## config.mk

```make
export PLATFORM = sky130hd
export DESIGN_NAME = sseg_scan_mux
export DESIGN_NICKNAME = d
export VERILOG_FILES = /design/src/rtl/sseg_scan_pkg.sv /design/src/rtl/sseg_refresh_timer.sv /design/src/rtl/sseg_scan_mux.sv
export SDC_FILE = /design/constraint.sdc
export NUM_CORES = 1
export LEC_CHECK = 0
export CORE_MARGIN = 5
export CORE_UTILIZATION = 43
export CTS_CLUSTER_DIAMETER = 120
export DETAILED_ROUTE_END_ITERATION = 6
export PLACE_DENSITY = 0.75
export SLEW_MARGIN = 20
export SYNTH_ARGS = -nofsm -noshare
export SYNTH_HDL_FRONTEND = slang
export SYNTH_HIERARCHICAL = 1
export SYNTH_SLANG_ARGS = --single-unit
```

## constraint.sdc

```tcl
create_clock -name clk -period 1.8 [get_ports clk]
set_input_delay 0.27 -clock clk [delete_from_list [all_inputs] [get_ports clk]]
set_output_delay 0.27 -clock clk [all_outputs]
set_load 0.02 [all_outputs]
```

## src/rtl/sseg_scan_pkg.sv

```systemverilog
// Shared types and constants for the 4-digit multiplexed 7-segment driver.
package sseg_scan_pkg;

    typedef enum logic {
        ST_BLANK = 1'b0,
        ST_DRIVE = 1'b1
    } state_t;

    localparam int         NUM_DIGITS = 4;
    localparam logic [3:0] AN_OFF     = 4'b1111;
    localparam logic [7:0] SEG_OFF    = 8'hFF;

    // Active-low one-hot anode select for a digit index.
    function automatic logic [3:0] anode_for(input logic [1:0] idx);
        return ~(4'b0001 << idx);
    endfunction

endpackage

```

## src/rtl/sseg_refresh_timer.sv

```systemverilog
// Slot counter and digit sequencer: wraps every 2^REFRESH_BITS cycles,
// advances digit_idx on each wrap and pulses frame_tick during digit 3's last cycle.
module sseg_refresh_timer
    import sseg_scan_pkg::*;
#(
    parameter int REFRESH_BITS = 16
) (
    input  logic                    clk,
    input  logic                    reset_n,
    output logic [REFRESH_BITS-1:0] cnt,
    output logic [1:0]              digit_idx,
    output logic                    wrap,
    output logic                    frame_tick
);

    localparam logic [REFRESH_BITS-1:0] PRE_WRAP   = {{(REFRESH_BITS-1){1'b1}}, 1'b0};
    localparam logic [1:0]              LAST_DIGIT = 2'(NUM_DIGITS - 1);

    assign wrap = (cnt == '1);

    always_ff @(posedge clk or negedge reset_n) begin
        if (!reset_n) begin
            cnt        <= '0;
            digit_idx  <= '0;
            frame_tick <= 1'b0;
        end else begin
            cnt <= cnt + REFRESH_BITS'(1);
            if (wrap) begin
                digit_idx <= digit_idx + 2'd1;
            end
            // Registered one cycle early so the pulse coincides with the wrap cycle.
            frame_tick <= (cnt == PRE_WRAP) && (digit_idx == LAST_DIGIT);
        end
    end

endmodule

```

## src/rtl/sseg_scan_mux.sv

```systemverilog
// Time-multiplexed 4-digit common-anode 7-segment driver with inter-digit blanking.
// Optional macro SSEG_SCAN_DIM_EN adds a 4-bit duty input that shortens the lit phase.
module sseg_scan_mux
    import sseg_scan_pkg::*;
#(
    parameter int REFRESH_BITS = 16,
    parameter int BLANK_CYCLES = 64
) (
    input  logic       clk,
    input  logic       reset_n,
    input  logic       en,
    input  logic [7:0] sseg0,
    input  logic [7:0] sseg1,
    input  logic [7:0] sseg2,
    input  logic [7:0] sseg3,
`ifdef SSEG_SCAN_DIM_EN
    input  logic [3:0] duty,
`endif
    output logic [3:0] an,
    output logic [7:0] sseg,
    output logic [1:0] digit_idx,
    output logic       frame_tick
);

    localparam logic [REFRESH_BITS-1:0] BLANK_LAST = REFRESH_BITS'(BLANK_CYCLES - 1);

    logic [REFRESH_BITS-1:0] cnt;
    logic                    wrap;
    state_t                  state_q, state_d;
    logic [7:0]              pat_q, pat_d;
    logic [7:0]              sel_pat, seg_src;
    logic [3:0]              an_d;
    logic [7:0]              seg_d;
    logic                    lit, capture, gate;

    sseg_refresh_timer #(
        .REFRESH_BITS (REFRESH_BITS)
    ) u_timer (
        .clk        (clk),
        .reset_n    (reset_n),
        .cnt        (cnt),
        .digit_idx  (digit_idx),
        .wrap       (wrap),
        .frame_tick (frame_tick)
    );

    always_comb begin
        sel_pat = sseg0;
        case (digit_idx)
            2'd0:    sel_pat = sseg0;
            2'd1:    sel_pat = sseg1;
            2'd2:    sel_pat = sseg2;
            default: sel_pat = sseg3;
        endcase
    end

`ifdef SSEG_SCAN_DIM_EN
    logic [3:0]              duty_q, duty_d;
    logic [REFRESH_BITS-1:0] cnt_next;

    assign cnt_next = cnt + REFRESH_BITS'(1);
`endif

    // Outputs are computed for the cycle after the edge, so the first lit
    // cycle is the one where cnt == BLANK_CYCLES.
    always_comb begin
        state_d = state_q;
        pat_d   = pat_q;
        seg_src = pat_q;
        lit     = 1'b0;
        capture = 1'b0;
        case (state_q)
            ST_BLANK: begin
                if (cnt == BLANK_LAST) begin
                    state_d = ST_DRIVE;
                    capture = 1'b1;
                    pat_d   = sel_pat;
                    seg_src = sel_pat;
                    lit     = 1'b1;
                end
            end
            ST_DRIVE: begin
                if (wrap) begin
                    state_d = ST_BLANK;
                end else begin
                    lit = 1'b1;
                end
            end
            default: state_d = ST_BLANK;
        endcase

`ifdef SSEG_SCAN_DIM_EN
        duty_d = capture ? duty : duty_q;
        gate   = (cnt_next[REFRESH_BITS-1 -: 4] <= duty_d);
`else
        gate   = capture | ~capture;
`endif

        an_d  = AN_OFF;
        seg_d = SEG_OFF;
        if (lit && en && gate) begin
            an_d  = anode_for(digit_idx);
            seg_d = seg_src;
        end
    end

    always_ff @(posedge clk or negedge reset_n) begin
        if (!reset_n) begin
            state_q <= ST_BLANK;
        end else begin
            state_q <= state_d;
        end
    end

    always_ff @(posedge clk or negedge reset_n) begin
        if (!reset_n) begin
            pat_q <= SEG_OFF;
            an    <= AN_OFF;
            sseg  <= SEG_OFF;
        end else begin
            pat_q <= pat_d;
            an    <= an_d;
            sseg  <= seg_d;
        end
    end

`ifdef SSEG_SCAN_DIM_EN
    always_ff @(posedge clk or negedge reset_n) begin
        if (!reset_n) begin
            duty_q <= '1;
        end else begin
            duty_q <= duty_d;
        end
    end
`endif

endmodule

```

==> impl_metrics.ini, run 1 <==
[worst_setup_path]
path_buf_inv = 2
worstPathCellList = buf_4 -> clkdlybuf4s50_1
cpLargestDelayFamily = buffers and inverters
cp_max_fo = 9
slowest_stage = clkdlybuf4s50_1
worstSetupPathDepth = 2
r2r_end = u_timer/digit_idx[1]
critPathCaptureType = primary output
regToRegStartpoint = u_timer/cnt[7]
cp.required_ps = 1530
cp-endpoint = digit_idx[0]
regToRegSetupSlack_ps = 110
criticalPathCategory = reg -> out
ff2ff_path_depth = 4
start_kind = flop
critPathArrivalTime_ps = 1470
critPathLaunch = u_timer/digit_idx[0]
max_stage_delay_ps = 640

[hold_path]
min_path_type = in -> async

[cells_and_area]
syn_to_final_growth_pct = 38.5
drive_gt1_frac = 0.337
seqCellArea_um2 = 1030
num-fill-cells = 353
antenna_cells = 0
nNetsFinal = 239
multi_input_area_um2 = 841
final_area_um2 = 2630

[placement]
placed_cell_area_um2 = 2530
post-dp-hpwl_um = 3350
gp_congestion = 0.777
io_buffer_count = 49

[logic_synthesis]
synthDominantAreaCellType = dfstp_2
ys_warn_count = 6
synth_nets = 173
ys_async_sr_fraction = 1.00
synthFlopType = dfstp_2
synth_edf_count = 0
synthTopCellsByArea = dfstp_2 28%, dfrtp_1 26%, mux4_2 9.5%
syn_area_um2 = 1900
synth_common_cells = 20 x dfrtp_1, 20 x dfstp_2, 13 x xor2_1
synth_top_area_frac = 0.277
seq_area_frac_synth = 0.541
syn_inst = 135
synth_cell_type_count = 29
syn_avg_cell_area_um2 = 14.1
synth_seq_cells = 40

[pwr]
swShare = 0.204
p_clk_frac = 0.355
power_frac_seq = 0.573
comb_power_share = 0.072
power.density_nw_per_um2 = 599
switching_power_w = 0.000321
leakagePower_nw = 1.13
ir_worst_vdd_uv = 474
p_int_w = 0.00125

[die]
die_h_um = 76.4
die_w_um = 76.4
start_util = 0.439
io_pins = 50
die_area_um2 = 5840
core_area_um2 = 4320
rows = 24

[status]
status = finished clean

[cts]
cts_root_buf = clkbuf_8
cts_tree = built
clk_pin_slew_worst_paths_ps = 70
insertion_delay_ps = 290
cts_buffers = 5
clkSinkCount = 40
cts_hold_buf = 0
cts_resized = 0
cts_max_level = 2
post-cts-setup-buffers = 0
clk_path_buf_depth = 2

[drt]
drtIter0Drc = 59
ant_nets = 0
routed_via_density = 5.53
drc = 0
drtPass1Iterations = 4
via_count = 1405
wl_per_cell_um = 17.2
routed_wl_um = 4370

[grt]
grt_pass1_vias = 1555
grt_start_max_net_pins = 41
grt.total_usage = 0.159
grt_pass1_wl_um = 7630
antenna_found_initial = 0
grt_overflow = 0

[timing]
tns_ps = 0
fin_crit_ps = 1740
rsz0062_at_grt = no
fin_skew_ps = 8.62
final-max-slew-violation-count = 0
fin_crit_sh = 0.967
worstMarginPinSlew_ps = 487
slew_headroom = 0.676
max_freq_ghz = 0.575
setup_viol = 0
hold_viol = 0

[flow_run]
cap_viol_max_count = 0
-- layout make-up --
cell class	instances	share of cell area
Inverter	5	0.00714
Clock inverter	1	0.00190
Tap cell	52	0.0248
Sequential cell	40	0.390
Clock buffer	7	0.0290
Multi-Input combinational cell	86	0.320
Timing Repair Buffer	63	0.227
-- stage by stage --
stage	total power, W	setup slack (ps)	cells	utilization	hold slack [ps]
floorplan	0.000933	74.2	135	-	-25.6
global placement	0.00103	128	246	0.586	504
detailed placement	0.00103	60.8	246	0.586	499
CTS	0.00159	44.2	254	0.605	425
global route	0.00165	7.99	254	0.608	473
finish	0.00157	59.6	254	0.608	419
-- layout by cell type (no fill, tap or decap), drive strengths merged --
cell type / Yosys / final
clkdlybuf4s50: 0 / 49
dfstp: 20 / 20
dfrtp: 20 / 20
buf: 4 / 14
xor2: 13 / 13
mux2: 9 / 9
nand4: 9 / 9
mux4: 8 / 8
o22a: 8 / 8
nor2: 7 / 7
nor4: 7 / 7
clkbuf: 0 / 7
nand2: 6 / 6
inv: 5 / 5
nand3: 4 / 4
or3: 3 / 3
nor3: 3 / 3
ha: 3 / 3
nand4b: 2 / 2
xnor2: 2 / 2
nor4b: 1 / 1
o22ai: 1 / 1
clkinv: 0 / 1
-- layer usage --
metal | share of wire | global-route usage | up-vias
li1 | - | - | 628
met1 | 0.39 | 0.182 | 702
met2 | 0.52 | 0.274 | 64
met3 | 0.072 | 0.0579 | 11
met4 | 0.024 | 0.0542 | 0
met5 | 0 | 0 | -
-- cell families after synthesis --
group,Yosys count,synth area share
xor+xnor,15,0.0693
mux,17,0.150
buf+inv,9,0.0224
fa+ha+maj,3,0.0198
flops,40,0.541
simple gates,42,0.157
compound gates,9,0.0402
-- power groups by stage --
stage / logic [W] / registers (W) / clock network (W)
after floorplan: 0.0000164 / 0.000916 / 0
after global placement: 0.000110 / 0.000916 / 0
after detailed placement: 0.000114 / 0.000916 / 0
after CTS: 0.000115 / 0.000901 / 0.000576
after global routing: 0.000124 / 0.000900 / 0.000623
final: 0.000113 / 0.000901 / 0.000559
-- flip-flops by register name (all words and copies together) (netlist names) --
name and cells:
an 4, pat_q 8, u_timer/frame_tick 1, sseg 8, state_q 1, u_timer/digit_idx 2, u_timer/cnt 16
-- how the worst min path moves through the flow --
stage / depth (start not counted) / to / slack, ps
after floorplan: 0 / state_q / -30
after detailed placement: 1 / u_timer/cnt[15] / 500
after CTS: 2 / u_timer/cnt[1] / 430
after global placement: 1 / u_timer/cnt[15] / 500
after global routing: 2 / u_timer/cnt[3] / 470
final: 2 / u_timer/cnt[2] / 420
Power figures use the tool's default switching activity.
==> inputs of run 2 (changes only) <==
--- a/config.mk
+++ b/config.mk
@@ -5,11 +5,13 @@
 export SDC_FILE = /design/constraint.sdc
 export NUM_CORES = 1
 export LEC_CHECK = 0
+export CELL_PAD_IN_SITES_DETAIL_PLACEMENT = 1
+export CELL_PAD_IN_SITES_GLOBAL_PLACEMENT = 2
 export CORE_MARGIN = 5
-export CORE_UTILIZATION = 43
+export CORE_UTILIZATION = 29
 export CTS_CLUSTER_DIAMETER = 120
 export DETAILED_ROUTE_END_ITERATION = 6
-export PLACE_DENSITY = 0.75
+export PLACE_DENSITY_LB_ADDON = 0.1
 export SLEW_MARGIN = 20
 export SYNTH_ARGS = -nofsm -noshare
 export SYNTH_HDL_FRONTEND = slang
==> run 2 against run 1 <==
Effect of this change: count of clock-buffer cells in the layout unchanged; global-route usage decreased by 3.3 points; via count down 1.1%; maximum frequency down 0.16%; clock power rose by 13%; first-iteration DRC count is 27% lower; non-clock buffer count is 5 higher; setup slack got worse by 2.8 ps; routed wire length is 13% higher; clock skew decreased by 4.5 ps; total power up 4.6%.
==> impl_metrics.ini, run 2 (synthesis gave the netlist of run 1 again) <==
[status]
status = finished clean

[timing]
fin_skew_ps = 4.16
final-max-slew-violation-count = 0
fin_crit_ps = 1740
hold_viol = 0
worstMarginPinSlew_ps = 504
rsz0062_at_grt = no
fin_crit_sh = 0.968
hold-worst-slack_ps = 42.1
max_freq_ghz = 0.574
worst_slack_ps = 56.8
setup_viol = 0
tns_ps = 0
slew_headroom = 0.664

[worst_setup_path]
regToRegSetupSlack_ps = 60
critPathArrivalTime_ps = 1960
r2r_end = pat_q[3]
max_stage_delay_ps = 440
regToRegStartpoint = u_timer/cnt[6]
worstSetupPathDepth = 5
critPathLaunch = u_timer/cnt[6]
start_kind = flop
cp-endpoint = pat_q[3]
cp_max_fo = 8
slowest_stage = dfrtp_1
ff2ff_path_depth = 5
worstPathCellList = nor4b_2 -> nand4_1 -> nor2_2 -> buf_12 -> mux2_2
cp.required_ps = 2020
path_buf_inv = 1
critPathCaptureType = flop
cpLargestDelayFamily = simple AND/OR/NAND/NOR gates
criticalPathCategory = reg -> reg

[drt]
drtIter0Drc = 43
drtPass1Iterations = 4
ant_nets = 0
drc = 0
routed_wl_um = 4930
wl_per_cell_um = 17.4
via_count = 1390
routed_via_density = 4.91

[die]
die_area_um2 = 8260
rows = 29
die_w_um = 90.9
die_h_um = 90.9
io_pins = 50
core_area_um2 = 6350
start_util = 0.299

[placement]
placed_cell_area_um2 = 2640
gp_congestion = 0.774
io_buffer_count = 49
post-dp-hpwl_um = 3750
dp_slack_ps = 34.0

[grt]
grt.total_usage = 0.126
grt_start_max_net_pins = 41
grt_overflow = 0
antenna_found_initial = 0
grt_pass1_vias = 1640
grt_pass1_wl_um = 8290

[cells_and_area]
layout_commonest_cell = clkdlybuf4s50_1
seqCellArea_um2 = 1030
nNetsFinal = 244
drive_gt1_frac = 0.369
syn_to_final_growth_pct = 44.7
antenna_cells = 0
mostFrequentLayoutCells = 48 x clkdlybuf4s50_1, 20 x dfstp_2, 19 x dfrtp_1, 16 x buf_4, 13 x xor2_1
num-fill-cells = 677
largest_register = u_timer/cnt
multi_input_area_um2 = 841
final_area_um2 = 2750
largest_reg_flops = 16
top_regs = u_timer/cnt (16), pat_q (8), sseg (8)

[pwr]
power.density_nw_per_um2 = 599
ir_worst_vdd_uv = 278
p_int_w = 0.00132
comb_power_share = 0.067
leakagePower_nw = 1.17
power_frac_seq = 0.547
switching_power_w = 0.000325
swShare = 0.198
p_clk_frac = 0.385

[cts]
cts_hold_buf = 0
insertion_delay_ps = 290
post-cts-setup-buffers = 0
cts_max_level = 2
clk_path_buf_depth = 2
cts_tree = built
clkSinkCount = 40
cts_buffers = 5
cts_root_buf = clkbuf_8
clk_pin_slew_worst_paths_ps = 70

[hold_path]
min_path_type = in -> async

[flow_run]
cap_viol_max_count = 0
## run 2: per-stage QoR
stage	util	std cells	total power (W)
floorplan	-	135	0.000933
finish	0.432	283	0.00165
global route	0.432	283	0.00172
CTS	0.431	283	0.00168
detailed placement	0.415	276	0.00103
global placement	0.415	276	0.00103
## run 2: repair_timing
action	4_1_cts	5_1_grt
setup endpoints to repair	6	9
gates resized for setup	1	3
hold endpoints to repair	0	0
pin swaps	0	0
## run 2: routing by layer
layer	global-route usage	share of wire
met3	0.0392	0.048
met5	0	0
met2	0.211	0.51
met1	0.160	0.44
met4	0.0257	0.0039
## run 2: how the worst min path moves through the flow
stage / cells past startpoint / to / from
detailed placement: 2 / u_timer/digit_idx[0] / reset_n
global placement: 2 / u_timer/digit_idx[1] / reset_n
finish: 2 / u_timer/digit_idx[1] / reset_n
floorplan: 0 / state_q / reset_n
global route: 2 / u_timer/cnt[6] / reset_n
CTS: 2 / u_timer/cnt[1] / reset_n
## run 2: power groups by stage
stage	clock network [W]	registers (W)	logic (W)
after global placement	0	0.000916	0.000110
after CTS	0.000668	0.000900	0.000113
after global routing	0.000695	0.000900	0.000122
after detailed placement	0	0.000916	0.000113
final	0.000634	0.000901	0.000111
after floorplan	0	0.000916	0.0000164
## run 2: cell type report
class,instances,share of cell area
timing repair buffer,68,0.242
multi-input combinational,86,0.306
clock buffer,7,0.0351
inverter,5,0.00684
sequential,40,0.374
tap,77,0.0351
